## config.mk

```make
export PLATFORM = sky130hd
export DESIGN_NAME = fwd_hazard_ctrl_flat
export DESIGN_NICKNAME = d
export VERILOG_FILES = /design/src/rtl/fwd_hazard_ctrl_pkg.sv /design/src/rtl/fwd_hazard_ctrl_if.sv /design/src/rtl/fwd_hazard_ctrl_match.sv /design/src/rtl/fwd_hazard_ctrl.sv /design/src/flat_wrapper.sv
export SDC_FILE = /design/constraint.sdc
export NUM_CORES = 1
export LEC_CHECK = 0
export CAP_MARGIN = 10
export CORE_MARGIN = 3
export CORE_UTILIZATION = 46
export CTS_BUF_LIST = sky130_fd_sc_hd__clkbuf_8
export CTS_CLUSTER_SIZE = 30
export DETAILED_ROUTE_END_ITERATION = 6
export PLACE_DENSITY = 0.75
export SETUP_SLACK_MARGIN = 0.15
export SYNTH_ARGS = -nofsm -noshare
export SYNTH_HDL_FRONTEND = slang
export SYNTH_SLANG_ARGS = --single-unit
```

## constraint.sdc

```tcl
create_clock -name clk -period 2.05 [get_ports clk]
set_input_delay 0.5125 -clock clk [delete_from_list [all_inputs] [get_ports clk]]
set_output_delay 0.5125 -clock clk [all_outputs]
set_load 0.005 [all_outputs]
```

## src/rtl/fwd_hazard_ctrl_pkg.sv

```systemverilog
// Shared types and constants for the forwarding / hazard controller.
// Slot register fields are stored at MAX_REG_AW bits so one typedef serves any REG_AW up to 8.
package fwd_pkg;

   localparam int MAX_REG_AW      = 8;
   localparam int FWD_RF          = 0;
   localparam int LOAD_READY_SLOT = 2;

   typedef struct packed {
      logic                  valid;
      logic [MAX_REG_AW-1:0] rd;
      logic                  regwr;
      logic                  memrd;
   } slot_t;

   // A producer is only visible if it really writes a non-zero register.
   function automatic logic slotMatch(input slot_t s, input logic [MAX_REG_AW-1:0] r);
      return s.valid && s.regwr && (s.rd == r) && (s.rd != '0);
   endfunction

   function automatic logic slotReady(input slot_t s, input logic [MAX_REG_AW-1:0] r, input int k);
      return slotMatch(s, r) && (!s.memrd || (k >= LOAD_READY_SLOT));
   endfunction

endpackage

```

## src/rtl/fwd_hazard_ctrl_if.sv

```systemverilog
// ID-stage side bundle of the forwarding / hazard controller.
interface fwd_hazard_ctrl_if #(
   parameter int  REG_AW = 5,
   parameter int  NFWD   = 2,
   parameter int  CNT_W  = 16,
   localparam int SEL_W  = $clog2(NFWD + 1)
);

   logic              id_valid;
   logic [REG_AW-1:0] id_rs;
   logic [REG_AW-1:0] id_rt;
   logic              id_rs_used;
   logic              id_rt_used;
   logic [REG_AW-1:0] id_rd;
   logic              id_regwr;
   logic              id_memrd;
   logic              id_branch;
   logic              flush;

   logic              stall;
   logic [SEL_W-1:0]  fwd_a;
   logic [SEL_W-1:0]  fwd_b;
   logic [SEL_W-1:0]  bfwd_a;
   logic [SEL_W-1:0]  bfwd_b;
   logic [CNT_W-1:0]  stall_cnt;

   modport master (
      output id_valid, id_rs, id_rt, id_rs_used, id_rt_used, id_rd,
             id_regwr, id_memrd, id_branch, flush,
      input  stall, fwd_a, fwd_b, bfwd_a, bfwd_b, stall_cnt
   );

   modport slave (
      input  id_valid, id_rs, id_rt, id_rs_used, id_rt_used, id_rd,
             id_regwr, id_memrd, id_branch, flush,
      output stall, fwd_a, fwd_b, bfwd_a, bfwd_b, stall_cnt
   );

endinterface

```

## src/rtl/fwd_hazard_ctrl_match.sv

```systemverilog
// Priority matcher over slots 1..NFWD: reports the youngest producer of srcReg.
module fwd_match
   import fwd_pkg::*;
#(
   parameter int NFWD  = 2,
   parameter int SEL_W = 2
) (
   input  logic                  enable,
   input  logic [MAX_REG_AW-1:0] srcReg,
   input  slot_t [NFWD:0]        slots,
   output logic                  hit,
   output logic [SEL_W-1:0]      sel,
   output logic                  memrd
);

   // Scan oldest to youngest so the lowest matching slot index wins.
   always_comb begin
      hit   = 1'b0;
      sel   = SEL_W'(FWD_RF);
      memrd = 1'b0;
      for (int k = NFWD; k >= 1; k--) begin
         if (enable && slotMatch(slots[k], srcReg)) begin
            hit   = 1'b1;
            sel   = SEL_W'(k);
            memrd = slots[k].memrd;
         end
      end
   end

endmodule

```

## src/rtl/fwd_hazard_ctrl.sv

```systemverilog
// Forwarding and hazard controller: tracks in-flight destinations from EX to the last
// write-back stage and derives forwarding selects, stalls and a saturating stall count.
module fwd_hazard_ctrl
   import fwd_pkg::*;
#(
   parameter int  REG_AW = 5,
   parameter int  NFWD   = 2,
   parameter int  CNT_W  = 16,
   localparam int SEL_W  = $clog2(NFWD + 1)
) (
   input logic              clk,
   input logic              rst,
   fwd_hazard_ctrl_if.slave bus
);

   slot_t [NFWD:0]        slotQ;
   logic [MAX_REG_AW-1:0] exRs;
   logic [MAX_REG_AW-1:0] exRt;
   logic                  exRsUsed;
   logic                  exRtUsed;
   logic [CNT_W-1:0]      stallCnt;

   logic [REG_AW-1:0]     rsIn;
   logic [REG_AW-1:0]     rtIn;
   logic [REG_AW-1:0]     rdIn;
   logic [MAX_REG_AW-1:0] idRs;
   logic [MAX_REG_AW-1:0] idRt;
   slot_t                 idSlot;

   logic                  issue;
   logic                  stallInt;
   logic                  hazA;
   logic                  hazB;
   logic                  branchEn;

   logic [SEL_W-1:0]      fwdA;
   logic [SEL_W-1:0]      fwdB;
   logic [SEL_W-1:0]      bSelA;
   logic [SEL_W-1:0]      bSelB;
   logic                  bHitA;
   logic                  bHitB;
   logic                  bMemA;
   logic                  bMemB;
   logic                  unusedHitA;
   logic                  unusedHitB;
   logic                  unusedMemA;
   logic                  unusedMemB;

   assign rsIn     = bus.id_rs;
   assign rtIn     = bus.id_rt;
   assign rdIn     = bus.id_rd;
   assign idRs     = MAX_REG_AW'(rsIn);
   assign idRt     = MAX_REG_AW'(rtIn);
   assign idSlot   = '{valid: 1'b1, rd: MAX_REG_AW'(rdIn),
                       regwr: bus.id_regwr, memrd: bus.id_memrd};
   assign branchEn = bus.id_branch && bus.id_valid;

   // Downstream stages never stall, so the slot pipeline shifts every cycle.
   always_ff @(posedge clk or posedge rst) begin
      if (rst) begin
         slotQ    <= '0;
         exRs     <= '0;
         exRt     <= '0;
         exRsUsed <= 1'b0;
         exRtUsed <= 1'b0;
      end else begin
         for (int k = NFWD; k >= 1; k--) begin
            slotQ[k] <= slotQ[k-1];
         end
         slotQ[0] <= issue ? idSlot : slot_t'('0);
         exRs     <= idRs;
         exRt     <= idRt;
         exRsUsed <= issue && bus.id_rs_used;
         exRtUsed <= issue && bus.id_rt_used;
      end
   end

   fwd_match #(.NFWD(NFWD), .SEL_W(SEL_W)) uMatchExA (
      .enable(exRsUsed), .srcReg(exRs), .slots(slotQ),
      .hit(unusedHitA), .sel(fwdA), .memrd(unusedMemA)
   );

   fwd_match #(.NFWD(NFWD), .SEL_W(SEL_W)) uMatchExB (
      .enable(exRtUsed), .srcReg(exRt), .slots(slotQ),
      .hit(unusedHitB), .sel(fwdB), .memrd(unusedMemB)
   );

   fwd_match #(.NFWD(NFWD), .SEL_W(SEL_W)) uMatchBrA (
      .enable(branchEn), .srcReg(idRs), .slots(slotQ),
      .hit(bHitA), .sel(bSelA), .memrd(bMemA)
   );

   fwd_match #(.NFWD(NFWD), .SEL_W(SEL_W)) uMatchBrB (
      .enable(branchEn), .srcReg(idRt), .slots(slotQ),
      .hit(bHitB), .sel(bSelB), .memrd(bMemB)
   );

   // A branch compares in ID, so it must wait for any EX producer and for a load still in MEM.
   always_comb begin
      hazA = 1'b0;
      hazB = 1'b0;
      if (bus.id_rs_used) begin
         hazA = (slotMatch(slotQ[0], idRs) && !slotReady(slotQ[0], idRs, 0))
             || (bus.id_branch && slotMatch(slotQ[0], idRs))
             || (bus.id_branch && bHitA && (bSelA == SEL_W'(1)) && bMemA);
      end
      if (bus.id_rt_used) begin
         hazB = (slotMatch(slotQ[0], idRt) && !slotReady(slotQ[0], idRt, 0))
             || (bus.id_branch && slotMatch(slotQ[0], idRt))
             || (bus.id_branch && bHitB && (bSelB == SEL_W'(1)) && bMemB);
      end
   end

   assign stallInt = bus.id_valid && !bus.flush && (hazA || hazB);
   assign issue    = bus.id_valid && !stallInt && !bus.flush;

   always_ff @(posedge clk or posedge rst) begin
      if (rst) begin
         stallCnt <= '0;
      end else if (stallInt && (stallCnt != '1)) begin
         stallCnt <= stallCnt + CNT_W'(1);
      end
   end

   assign bus.stall     = stallInt;
   assign bus.fwd_a     = fwdA;
   assign bus.fwd_b     = fwdB;
   assign bus.bfwd_a    = bSelA;
   assign bus.bfwd_b    = bSelB;
   assign bus.stall_cnt = stallCnt;

endmodule

```

## src/flat_wrapper.sv

```systemverilog
// flat-port wrapper written by rule: the top's interface ports become plain ports
module fwd_hazard_ctrl_flat import fwd_pkg::*;
#(
   parameter int  REG_AW = 5,
   parameter int  NFWD   = 2,
   parameter int  CNT_W  = 16,
   localparam int SEL_W  = $clog2(NFWD + 1)
)
  (clk, rst, bus_id_valid, bus_id_rs, bus_id_rt, bus_id_rs_used, bus_id_rt_used, bus_id_rd, bus_id_regwr, bus_id_memrd, bus_id_branch, bus_flush, bus_stall, bus_fwd_a, bus_fwd_b, bus_bfwd_a, bus_bfwd_b, bus_stall_cnt);
  fwd_hazard_ctrl_if #(.REG_AW(REG_AW), .NFWD(NFWD), .CNT_W(CNT_W)) bus_i ();
  input logic clk;
  input logic rst;
  input wire logic [$bits(bus_i.id_valid)-1:0] bus_id_valid;
  input wire logic [$bits(bus_i.id_rs)-1:0] bus_id_rs;
  input wire logic [$bits(bus_i.id_rt)-1:0] bus_id_rt;
  input wire logic [$bits(bus_i.id_rs_used)-1:0] bus_id_rs_used;
  input wire logic [$bits(bus_i.id_rt_used)-1:0] bus_id_rt_used;
  input wire logic [$bits(bus_i.id_rd)-1:0] bus_id_rd;
  input wire logic [$bits(bus_i.id_regwr)-1:0] bus_id_regwr;
  input wire logic [$bits(bus_i.id_memrd)-1:0] bus_id_memrd;
  input wire logic [$bits(bus_i.id_branch)-1:0] bus_id_branch;
  input wire logic [$bits(bus_i.flush)-1:0] bus_flush;
  output wire logic [$bits(bus_i.stall)-1:0] bus_stall;
  output wire logic [$bits(bus_i.fwd_a)-1:0] bus_fwd_a;
  output wire logic [$bits(bus_i.fwd_b)-1:0] bus_fwd_b;
  output wire logic [$bits(bus_i.bfwd_a)-1:0] bus_bfwd_a;
  output wire logic [$bits(bus_i.bfwd_b)-1:0] bus_bfwd_b;
  output wire logic [$bits(bus_i.stall_cnt)-1:0] bus_stall_cnt;
  assign bus_i.id_valid = bus_id_valid;
  assign bus_i.id_rs = bus_id_rs;
  assign bus_i.id_rt = bus_id_rt;
  assign bus_i.id_rs_used = bus_id_rs_used;
  assign bus_i.id_rt_used = bus_id_rt_used;
  assign bus_i.id_rd = bus_id_rd;
  assign bus_i.id_regwr = bus_id_regwr;
  assign bus_i.id_memrd = bus_id_memrd;
  assign bus_i.id_branch = bus_id_branch;
  assign bus_i.flush = bus_flush;
  assign bus_stall = bus_i.stall;
  assign bus_fwd_a = bus_i.fwd_a;
  assign bus_fwd_b = bus_i.fwd_b;
  assign bus_bfwd_a = bus_i.bfwd_a;
  assign bus_bfwd_b = bus_i.bfwd_b;
  assign bus_stall_cnt = bus_i.stall_cnt;
  fwd_hazard_ctrl #(.REG_AW(REG_AW), .NFWD(NFWD), .CNT_W(CNT_W)) u_core (.clk(clk), .rst(rst), .bus(bus_i));
endmodule
```

[Word level (Yosys, flattened, before mapping)]
Cells that the tools add are included.
Word-level totals
  register bits after elaboration: 61
  bits in latches: 0
  memory bits (writable): 0
  memory bits (read-only): 0
  output and inout bits: 25
  logic and storage cells: 114
  memories: 0
Cells by class
  add/subtract/negate cells: 1
  $mul: 0
  divide/modulo/power cells: 0
  magnitude comparators: 0
  eq/ne operators: 13
  shift operators: 0
  mux-type cells: 19
  bitwise operators: 0
  reduce and logical (&&, ||, !) cells: 64
Operators by type and width (count)
  == test 8 x 5 -> 1 bit: 10
  logical AND 1 bit: 51
  nonzero test 8 bit: 3
  adder 16 x 1 -> 16 bit, second input constant: 1
  2-to-1 mux 2 bit: 8
  != test 16 bit, second input constant: 1
  2-to-1 mux 11 bit: 1
  2-to-1 mux 1 bit: 10
  zero test 1 bit: 5
  logical OR 1 bit: 5
  == test 2 x 1 -> 1 bit, second input constant: 2

[Longest topological paths before layout]
Gate-level depths: netlist of the first run.
  depth after elaboration: 17
  gate-level depth with buffers: 9
  mapped depth without buffers: 7

[Modules after synthesis]
Synthesis of the first run repeated with hierarchy kept, for this count alone.
Unflattened totals
  cells, all modules: 284
  area total of the unflattened synthesis: 3098.0 µm²
Modules (own cells, without submodules)
  fwd_hazard_ctrl: times used 1, cells an instance 148, area each 1986.9 µm², seq. area each 1301.2 µm²
  fwd_match: times used 4, cells an instance 34, area each 277.8 µm², seq. area each 0.0 µm²

[Worst setup path before layout of the first run]
No wires, ideal clock.
  kind: flip-flop to output port
  from: reg u_core.slotQ[14] (netlist name)
  to: out bus_fwd_a[1]
  arrival: 1560 ps
  required time: 1537 ps
  slack: -22 ps
  stages on the path, launching flop included: 6
  buffers on the path: 1
  cell sequence: dfrtp_1 > buf_6 > or4_4 > o211ai_4 > nor3_1 > nor3_1
Between the ends
  cells in the longest elaborated chain, start to end: 5
RTL lines
  start, declared: line fwd_hazard_ctrl.sv:16  | slot_t [NFWD:0] slotQ;
  start signal, assigned by index: line fwd_hazard_ctrl.sv:68  | slotQ[k] <= slotQ[k-1];
  == test 8 x 5 -> 1 bit: line fwd_hazard_ctrl_pkg.sv:18  | return s.valid && s.regwr && (s.rd == r) && (s.rd != '0);
  logical AND 1 bit: line fwd_hazard_ctrl_pkg.sv:18
  logical AND 1 bit *: line fwd_hazard_ctrl_pkg.sv:18
  logical AND 1 bit *: line fwd_hazard_ctrl_match.sv:22  | if (enable && slotMatch(slots[k], srcReg)) begin
  2-to-1 mux 2 bit *: line fwd_hazard_ctrl_match.sv:22
  end, declared: line flat_wrapper.sv:24  | output wire logic [$bits(bus_i.fwd_a)-1:0] bus_fwd_a;
Mark *: on every way between the ends. The rest lies on a longest branch, timed or not.

[Worst setup path in the final report of the first run]
  from: reg u_core.slotQ[14] (netlist name)
  to: out bus_fwd_a[0]
The elaborated chain is that of the path after synthesis.

==> results.cfg, run 1 <==
[layout]
syn_to_final_growth_pct = 52.18
n_antenna_cell = 0
layout_common_cells = buf_4 (51), dfrtp_1 (51), xnor2_1 (43)
final_nets = 354
fillers = 326
multi_input_area_mm2 = 0.001346
register_area_mm2 = 0.001276
final_layout_size_suffix_gt1_share_pct = 36.36

[place]
dp_hpwl_um = 4265
port-buffer-count = 48
gp_routability_congestion = 0.8272

[synthesis]
yosys_warnings = 0
synthFlopType = dfrtp_1
syn_area_per_cell_um2 = 11.33
syn-cell-area_mm2 = 0.002494
synth_largest_area_cell = dfrtp_1
async_reset_ff_share_pct = 100.0
netlist.area_leader.share_pct = 51.18
synth_area_leaders = dfrtp_1 (51%), xnor2_1 (18%), xor2_1 (5.3%)
ys_types = 35
ys_seq_area_share_pct = 51.18
ys_ff_latch = 51
syn-instance-count = 220
syn_nets = 245
synth-edff-count = 0

[detailed_routing]
totalWireLength_um = 6888
num_vias = 2064
drtIter0Drc = 99
via_per_inst = 5.160
ant_nets = 0
first_pass_iters = 4
wl_per_cell_um = 17.22
drc = 0

[floorplan]
io_pins = 49
die_x_um = 79.63
rows = 26
initial_utilization_pct = 48.21
core_area_mm2 = 0.005172
die_h_um = 79.63
dieArea_mm2 = 0.006340

[worst_setup_path]
r2r-start = u_core.slotQ[14]
critPathRequiredTime_ns = 1.54
worstRegToRegCells = 12
path_max_fanout = 5
crit_end = bus_fwd_a[0]
ff2ff_setup_slack_ns = -0.39
r2r-end = u_core.bus.stall_cnt[0]
cp.arrival_ns = 2.10
endpoint_kind = output pin
cp-start-kind = flop
crit_type = flop to output pin
cp-startpoint = u_core.slotQ[14]

[hold_path]
hp-class = flop to flop

[power]
ir_worst_vdd_mv = 0.4495
power.leakage_nw = 1.741
p_per_area_mw_per_mm2 = 494.3

[timing]
slew_violations = 0
slew_headroom_pct = 78.52
min_period_over_period_pct = 127.6
rsz0062_at_grt = yes
clock_skew_ns = 0.004871
period_minus_slack_ns = 2.615
max_freq_mhz = 382.4
worstMarginPinSlew_ns = 0.3209
setup_slack_ns = -0.5648
final.setup.tns_ns = -8.714
setup_viol = 33
hold_slack_ns = 0.3832
hold_viol = 0

[global_route]
gr-usage-all-layers_pct = 22.52
grt_pass1_vias = 2167
grt.overflow.total = 0
grt_max_degree = 52
antenna_found_initial = 0
grt_pass1_wl_um = 10640

[cts]
cts_hold_buf = 0
cts-root-buf = clkbuf_8
clock-sinks = 51
path_clk_slew_ns = 0.08
clockBufferDepth = 2
cts_tree = done
htree_levels = 2
clkLatencyLatePin_ns = 0.30
cts_buffers = 5

[outcome]
violations = negative setup slack
outcome = complete, but fails checks

[run]
cap_violations = 0
## cells in the mapped netlist, types with 2 or more instances
library cell,count
and4_1,2
o211ai_1,2
buf_4,3
nand2_1,13
clkbuf_1,6
nand3_1,11
buf_6,3
xor2_1,15
nor4_1,4
nor2_1,9
xnor2_1,50
nand4_1,11
and3_1,4
nor3_1,7
nand3_2,2
and2_1,9
dfrtp_1,51
## registers in the layout, indices dropped and copies added (netlist names)
| register | cells |
|---|---|
| u_core.slotQ | 23 |
| u_core.bus.stall_cnt | 16 |
| u_core.exRs | 5 |
| u_core.exRt | 5 |
| u_core.exRsUsed | 1 |
| u_core.exRtUsed | 1 |
## worst min-delay path by stage
stage	startpoint	end	slack, ns	depth (start not counted)
after floorplan	u_core.slotQ[1]	u_core.slotQ[12]	0.35	0
after global placement	u_core.slotQ[0]	u_core.slotQ[11]	0.36	0
after global routing	u_core.slotQ[0]	u_core.slotQ[11]	0.39	0
after detailed placement	u_core.slotQ[0]	u_core.slotQ[11]	0.36	0
final	u_core.slotQ[0]	u_core.slotQ[11]	0.38	0
after CTS	u_core.slotQ[0]	u_core.slotQ[11]	0.38	0
## layout make-up
type | count | share of cell area, %
Clock inverter | 3 | 0.3297
Multi-Input combinational cell | 156 | 35.48
Tap cell | 70 | 2.308
Clock buffer | 5 | 1.813
Timing Repair Buffer | 114 | 26.34
Sequential cell | 51 | 33.63
Inverter | 1 | 0.09891
## logic make-up after synthesis
group / synth area share (%)
AO/OA/AOI/OAI: 3.612
XOR/XNOR: 22.83
adder cells (fa/ha/maj): 0.5017
buffers and inverters: 3.863
flip-flops: 51.18
multiplexers: 0.4515
AND/OR/NAND/NOR: 17.56
## timing repair
| item | in CTS | in global routing |
|---|---|---|
| buffers inserted | 12 | 1 |
| gates cloned | 1 | 0 |
| pin swaps | 28 | 13 |
| gates resized for setup | 73 | 23 |
| endpoints found under the setup margin | 34 | 35 |
## critical path: stages (launching register included)
cell	delay, ns
dfrtp_1	0.39
or4_4	0.55
o211ai_4	0.29
buf_4	0.17
nor3_2	0.04
buf_4	0.12
dlygate4sd2_1	0.25
## report_power, final
group | total, mW | switching [mW] | internal (mW)
clock network | 0.535 | 0.305 | 0.230
logic | 0.279 | 0.130 | 0.150
registers | 1.06 | 0.0264 | 1.03
## stage by stage
step,power [mW],setup slack [ns],utilization [%],std cells,cell area (um^2)
2_1_floorplan,1.207,0.01411,-,220,2497
3_3_place_gp,1.330,-0.8748,65.41,378,3383
3_5_place_dp,1.335,-0.8915,65.41,378,3383
4_1_cts,1.872,-0.5510,71.63,399,3705
5_1_grt,1.950,-0.6317,73.37,400,3795
6_report,1.876,-0.5648,73.37,400,3795
## per-layer routing
| layer | part of all wire, % | GRT usage [%] |
|---|---|---|
| met1 | 40 | 28.11 |
| met2 | 52 | 38.15 |
| met3 | 4.5 | 4.063 |
| met4 | 3.1 | 9.622 |
| met5 | 0 | 0 |
No activity file was read; power rests on OpenSTA's default activity.
==> inputs of run 2 (changes only) <==
Settings changed: CORE_MARGIN 3 to unset.
==> run 2 against run 1 <==
- die area shrank 9.8%
- non-clock buffer count shrank 1
- count of clock-buffer cells in the layout is the same
- clock skew grew 0.0038 ns
- critical endpoint is now u_core.bus.stall_cnt[0]
- the flow still finishes with violations (negative setup slack)
- fmax grew 2.0%
- wire length grew 1.6%
- clock power shrank 4%
==> results.cfg, run 2 (synthesis results as in run 1) <==
[outcome]
outcome = complete, but fails checks
violations = negative setup slack

[global_route]
grt_max_degree = 52
grt.overflow.total = 0
gr-usage-all-layers_pct = 24.88
antenna_found_initial = 0
grt_pass1_wl_um = 10060
grt_pass1_vias = 2098

[place]
dp.cells = 377
port-buffer-count = 48
gp_routability_congestion = 0.8478
dp_slack_ns = -0.8422
dp_hpwl_um = 4240

[power]
power_frac_comb_pct = 15.1
power.leakage_nw = 1.744
intPower_mw = 1.405
power_mw = 1.858
p_per_area_mw_per_mm2 = 486.6
switching_share_pct = 24.40
p_seq_share_pct = 57.2
clock_power_share_pct = 27.7
ir_worst_vdd_mv = 0.4345
power_switching_uw = 453.4

[floorplan]
core_area_mm2 = 0.005172
rows = 26
dieArea_mm2 = 0.005719
io_pins = 49
die_h_um = 75.63
die_x_um = 75.63
initial_utilization_pct = 48.21

[worst_setup_path]
cp_slowest_stage_delay_ns = 0.55
endpoint_kind = flop
ff2ff_setup_slack_ns = -0.51
cp-start-kind = flop
crit_type = flop to flop
crit_chain = or4_4, o211ai_4, buf_6, buf_6, nor2_4, buf_4, buf_6, buf_6, o211ai_4, o21ai_4, buf_6, buf_6, xor2_1
worstRegToRegCells = 13
cp_top_family = buffers and inverters
slowest_stage = or4_4
path_max_fanout = 6
cp.arrival_ns = 2.75
crit_path_frequent_cell = buf_6
r2r-start = u_core.slotQ[14]
cp_num_buf_inv = 7
r2r-end = u_core.bus.stall_cnt[0]
cp_num_cells = 13
critPathRequiredTime_ns = 2.23

[cts]
cts-root-buf = clkbuf_8
htree_levels = 2
clock-sinks = 51
cts_buffers = 5
cts_tree = done
clockBufferDepth = 2
clkLatencyLatePin_ns = 0.30
path_clk_slew_ns = 0.08

[hold_path]
worst_hold_startpoint = u_core.slotQ[0]
hp-class = flop to flop
holdPathEnd = u_core.slotQ[11]
worstHoldPathCells = 0

[timing]
min_period_over_period_pct = 125.0
hold_viol = 0
slew_violations = 0
final.setup.tns_ns = -10.75
worstMarginPinSlew_ns = 0.3387
slew_headroom_pct = 77.42
rsz0062_at_grt = yes
clock_skew_ns = 0.008707
max_freq_mhz = 390.2
setup_slack_ns = -0.5130
setup_viol = 33
period_minus_slack_ns = 2.563

[layout]
post-route-util_pct = 73.83
fillers = 338
syn_to_final_growth_pct = 53.14
regMostFlops = u_core.slotQ
final_common_cell = dfrtp_1
final_layout_size_suffix_gt1_share_pct = 37.61
largest_reg_flops = 23
final_nets = 353
layout_common_cells = dfrtp_1 (51), buf_4 (47), xnor2_1 (43)
n_antenna_cell = 0
final_cells = 397

[detailed_routing]
first_pass_iters = 4
drc = 0
ant_nets = 0
drtIter0Drc = 82
totalWireLength_um = 7000
num_vias = 2098
via_per_inst = 5.285
wl_per_cell_um = 17.63

[run]
cap_violations = 0
## run 2: cell count changes in the layout (fill, tap and decap cells not counted), moves of 2 or more
cell and change:
clkbuf_2 -2, nor2_1 -2, nor2_2 +2, buf_4 -4
buf_6 +6, nor3_2 -2, and2_4 +2, and2_1 -2
## run 2: worst max path at each step
stage                     start                 endpoint  slack [ns]
6_report       u_core.slotQ[14]  u_core.bus.stall_cnt[0]       -0.51
5_1_grt        u_core.slotQ[14]                bus_stall       -0.65
4_1_cts        u_core.slotQ[17]            bus_bfwd_a[1]       -0.52
3_5_place_dp       bus_id_rs[0]                bus_stall       -0.84
3_3_place_gp       bus_id_rt[4]            bus_bfwd_b[0]       -0.84
2_1_floorplan  u_core.slotQ[14]             bus_fwd_a[1]        0.01
## run 2: cell type report
cell class              count  area (um^2)  share of cell area, %
multi-input cells         156         1366                  35.78
flip-flops and latches     51         1276                  33.42
inverters                   1        3.754                0.09830
clock inverters             1        3.754                0.09830
clock buffers               5        68.82                  1.802
well taps                  70        87.58                  2.294
repair buffers            113         1012                  26.51
## run 2: through the flow
stage / cell area (um^2) / hold slack [ns]
after global routing: 3819 / 0.4006
after detailed placement: 3376 / 0.3689
final: 3819 / 0.3756
after CTS: 3672 / 0.3783
after global placement: 3376 / 0.3585
after floorplan: 2497 / 0.3539
## run 2: layer usage
metal  up-vias  wire (um)  global-route usage (%)
met5         -          0                       0
met4         0        259                   11.93
met3        22        281                   3.836
met2        61       3642                   41.87
met1      1055       2818                   31.60
li1        960          -                       -
## run 2: power groups by stage
stage | Clock, mW | Combinational, mW | Sequential (mW)
after floorplan | 0 | 0.134 | 1.07
after global placement | 0 | 0.247 | 1.08
after detailed placement | 0 | 0.252 | 1.08
after CTS | 0.523 | 0.266 | 1.06
after global routing | 0.568 | 0.302 | 1.07
final | 0.515 | 0.281 | 1.06
## run 2: repair_timing
item | CTS | global route
hold buffers | 0 | 0
gates cloned | 1 | 0
setup endpoints to repair | 34 | 35
pin swaps | 34 | 15
buffers inserted | 9 | 4
gates resized for setup | 92 | 19
==> patch 1 (flow settings as in run 2) <==
`CNT_W` is set to 16 in 3 places; all go to 14.
--- a/src/rtl/fwd_hazard_ctrl_if.sv
+++ b/src/rtl/fwd_hazard_ctrl_if.sv
@@ -3,5 +3,5 @@
    parameter int  REG_AW = 5,
    parameter int  NFWD   = 2,
-   parameter int  CNT_W  = 16,
+   parameter int  CNT_W  = 14,
    localparam int SEL_W  = $clog2(NFWD + 1)
 );
--- a/src/rtl/fwd_hazard_ctrl.sv
+++ b/src/rtl/fwd_hazard_ctrl.sv
@@ -6,5 +6,5 @@
    parameter int  REG_AW = 5,
    parameter int  NFWD   = 2,
-   parameter int  CNT_W  = 16,
+   parameter int  CNT_W  = 14,
    localparam int SEL_W  = $clog2(NFWD + 1)
 ) (
--- a/src/flat_wrapper.sv
+++ b/src/flat_wrapper.sv
@@ -4,5 +4,5 @@
    parameter int  REG_AW = 5,
    parameter int  NFWD   = 2,
-   parameter int  CNT_W  = 16,
+   parameter int  CNT_W  = 14,
    localparam int SEL_W  = $clog2(NFWD + 1)
 )
Interface: changed (resized bus_stall_cnt); port bits go from 49 to 47. The function was not compared with the original's and may differ.
==> patch 1 against run 2 <==
The flow still finishes with violations (negative setup slack). Routed wire length decreased by 12%. Sequential cell count is 2 lower. Worst setup slack got worse by 0.032 ns. Area after synthesis fell by 7.0%. Total power down 2.5%. Register-to-register slack improved by 0.02 ns. Final area decreased by 5.9%. Synthesized cell count fell by 6.8%. Non-clock buffer count decreased by 3.
==> patch 1: results (changes against run 2) <==
{| class="wikitable"
! Metric !! Value
|-
| Hold worst-path end || u_core.slotQ[21]$_DFF_PP0_
|-
| List of most frequent post-synthesis cells || sky130_fd_sc_hd__dfrtp_1 (49), sky130_fd_sc_hd__xnor2_1 (40), sky130_fd_sc_hd__xor2_1 (23), sky130_fd_sc_hd__nand2_1 (11), sky130_fd_sc_hd__nor3_1 (11)
|-
| Largest fanout of any net on the critical path || 3 (-3)
|-
| Total negative setup slack || -12.71 ns (-1.96 ns)
|-
| Resized Gates After CTS || 75 (-18%)
|-
| Synth Area in XOR/XNOR || 0.238 (+0.00957)
|-
| Multiplexer share of the synthesized area || 0.00485 (+0.000339)
|-
| Highest ir drop seen on vdd || 0.468 mV (+7.6%)
|-
| Final worst-path setup slack || -0.545 ns (-0.0322 ns)
|-
| Area taken by flip-flops and latches || 0.00123 mm2 (-3.9%)
|-
| First-iteration detailed-routing DRC count || 111 (+35%)
|-
| Worst EP arrival || 2.08 ns (-0.67 ns)
|-
| Total detailed-routing wirelength || 6.14 mm (-12%)
|-
| Pin count of the biggest net entering global routing || 50 (-3.8%)
|-
| Buffer count from post-CTS setup fixing || 5 (-4)
|-
| Seq/Total Area, Yosys || 0.529 (+0.0168)
|-
| Failing checks || negative setup slack
|-
| Run status || finished, violations left
|-
| Final setup vio count || 33 (unchanged)
|-
| Critical path's top delay family || simple AND/OR/NAND/NOR gates
|-
| Slew @ Worst Pin || 0.370 ns (+0.0309 ns)
|-
| R2r setup slk || -0.49 ns (+0.02 ns)
|-
| Maximum clock skew at final layout || 0.00693 ns (-0.00177 ns)
|-
| Layout buffer count excluding clock buffers || 110 (-2.7%)
|-
| Nets in the synthesized netlist || 230 (-6.1%)
|-
| Vias per std cell || 5.28 (about the same)
|}
patch 1: cell count changes after synthesis, moves of 3 or more:
| cell | change |
|---|---|
| sky130_fd_sc_hd__xnor2_1 | -10 |
| sky130_fd_sc_hd__xor2_1 | +8 |
| sky130_fd_sc_hd__buf_1 | +3 |
| sky130_fd_sc_hd__nor2_1 | -6 |
| sky130_fd_sc_hd__nor3_1 | +4 |
| sky130_fd_sc_hd__nor4_1 | +4 |
| sky130_fd_sc_hd__buf_4 | -3 |
patch 1: kinds of logic after synthesis:
group	Yosys count
DFF	49
adders and majority gates	1
xor gates and xnor gates	63
muxes	1
buffers and inverters	14
AOI/OAI and AO/OA	8
and+or+nand+nor	69
patch 1: worst max path at each step:
stage / end / cells after the start
2_1_floorplan: bus_bfwd_a[1] / 5
3_3_place_gp: bus_stall / 7
3_5_place_dp: bus_stall / 7
4_1_cts: bus_bfwd_b[1] / 7
5_1_grt: bus_stall / 9
6_report: bus_stall / 9
patch 1: metal layers:
layer	global-route usage	wire [um]	vias to the layer above
li1	-	-	910
met3	0.0345	225	14
met1	0.289	2510	993
met2	0.377	3260	74
met4	0.0741	151	0
met5	0	0	-
patch 1: report_power, final:
group | switching (uW) | internal, uW | total [uW]
Combinational | 132 | 145 | 277
Clock | 288 | 225 | 513
Sequential | 27.4 | 995 | 1020
patch 1: stage by stage:
step | hold WS [ns] | worst slack [ns] | total power (uW) | util
after global routing | 0.386 | -0.610 | 1900 | 0.751
final | 0.381 | -0.545 | 1810 | 0.751
after global placement | 0.363 | -1.15 | 1290 | 0.680
after detailed placement | 0.362 | -1.17 | 1290 | 0.680
after floorplan | 0.352 | -0.0586 | 1160 | -
after CTS | 0.381 | -0.588 | 1810 | 0.721
==> patch 2 (settings of run 2) <==
Made on the original files. Reset style: synchronous (`rst`), changed in 2 clocked blocks.
--- a/src/rtl/fwd_hazard_ctrl.sv
+++ b/src/rtl/fwd_hazard_ctrl.sv
@@ -57,5 +57,5 @@
 
    // Downstream stages never stall, so the slot pipeline shifts every cycle.
-   always_ff @(posedge clk or posedge rst) begin
+   always_ff @(posedge clk) begin
       if (rst) begin
          slotQ    <= '0;
@@ -115,5 +115,5 @@
    assign issue    = bus.id_valid && !stallInt && !bus.flush;
 
-   always_ff @(posedge clk or posedge rst) begin
+   always_ff @(posedge clk) begin
       if (rst) begin
          stallCnt <= '0;
Check against the original RTL: differs if rst is asserted again (counterexample within 4 cycles, from zero or initial values and one cycle with rst high); with rst held inactive, the same outputs for 10 cycles.
==> patch 2 against run 2 <==
The run still ends with negative setup slack left. Maximum frequency decreased by 0.91%. Final area up 10%. Worst setup slack got worse by 0.024 ns. Clock power up 7.8%. Routed wire length up 25%. First-iteration DRC count rose to 3.3 times the old value. Critical path depth is 1 higher. Clock skew decreased by 0.0023 ns. Critical endpoint is now u_core.bus.stall_cnt[3]$_SDFFE_PP0P_. Area after synthesis up 9.4%. Synthesized cell count rose by 35%. Sequential cell count stayed put. Total power is 0.61% lower.
==> patch 2: results (changes against run 2) <==
{| class="wikitable"
! Metric !! Value
|-
| Run status || finished, violations left
|-
| Failing checks || negative setup slack
|-
| Final-layout worst hold slack || 0.473 ns (+0.0976 ns)
|-
| Multiplexer share of the synthesized area || 0.0674 (+0.0629)
|-
| Nets in the synthesized netlist || 321 (+31%)
|-
| Post-synth ARST share || 0 (-1.00)
|-
| Switching share of power || 0.253 (+0.00923)
|-
| Final GP Congestion || 0.841 (-0.84%)
|-
| Final setup vio count || 35 (+6.1%)
|-
| Adder-Cell Fraction of Synth Area || 0.00459 (-0.000433)
|-
| Hold worst-path end || u_core.slotQ[12]$_SDFF_PP0_
|-
| Maximum clock skew at final layout || 0.00640 ns (-0.00231 ns)
|-
| Clock share of power || 0.301 (+0.024)
|-
| First-pass GRT wire length || 12.6 mm (+26%)
|-
| Final worst-path setup slack || -0.537 ns (-0.0236 ns)
|-
| Complex-gate fraction of the synthesized area || 0.0825 (+0.0464)
|-
| Place WS || -0.964 ns (-0.122 ns)
|-
| HPWL after detailed placement || 4.98 mm (+17%)
|-
| Count of filler cells inserted in the layout || 378 (+12%)
|-
| Multi-input combinational area share || 0.452 (+0.0942)
|-
| Register fraction of the total cell area || 0.245 (-0.0890)
|-
| Internal Pwr Total || 1380 uW (-1.8%)
|-
| Share of final-layout standard cells stronger than drive strength 1 || 0.411 (+0.0345)
|-
| Cell depth of the worst min-delay path || 1 (+1)
|-
| Total detailed-routing wirelength || 8.77 mm (+25%)
|-
| Total instance count after detailed placement || 453 (+20%)
|}
patch 2: worst max-delay path, cell delays in order (launching register included):
cell and delay (ns):
sky130_fd_sc_hd__dfxtp_2 0.37, sky130_fd_sc_hd__xnor2_2 0.20, sky130_fd_sc_hd__nand4_1 0.17, sky130_fd_sc_hd__o22ai_2 0.22
sky130_fd_sc_hd__buf_4 0.15, sky130_fd_sc_hd__buf_6 0.08, sky130_fd_sc_hd__buf_6 0.08, sky130_fd_sc_hd__buf_6 0.09
sky130_fd_sc_hd__buf_6 0.08, sky130_fd_sc_hd__buf_6 0.08, sky130_fd_sc_hd__buf_6 0.08, sky130_fd_sc_hd__nand4_1 0.18
sky130_fd_sc_hd__buf_6 0.23, sky130_fd_sc_hd__a21boi_2 0.16, sky130_fd_sc_hd__mux2_4 0.31
patch 2: how the worst max path moves through the flow:
stage / start / endpoint / slack (ns) / depth (start not counted)
floorplan: u_core.slotQ[14]$_SDFF_PP0_ / bus_stall / -0.004 / 6
global placement: bus_id_rs[0] / bus_stall / -0.89 / 7
detailed placement: bus_id_rs[0] / bus_stall / -0.96 / 7
CTS: u_core.slotQ[16]$_SDFF_PP0_ / bus_stall / -0.51 / 7
global route: u_core.slotQ[14]$_SDFF_PP0_ / bus_stall / -0.60 / 7
finish: u_core.slotQ[2]$_SDFF_PP0_ / u_core.bus.stall_cnt[3]$_SDFFE_PP0P_ / -0.54 / 14
patch 2: layer usage:
metal  track usage  vias up  share of wire
li1              -     1233              -
met1         0.322     1268           0.40
met2         0.460      137           0.49
met3        0.0368       43          0.067
met4         0.111        0          0.048
met5             0        -              0
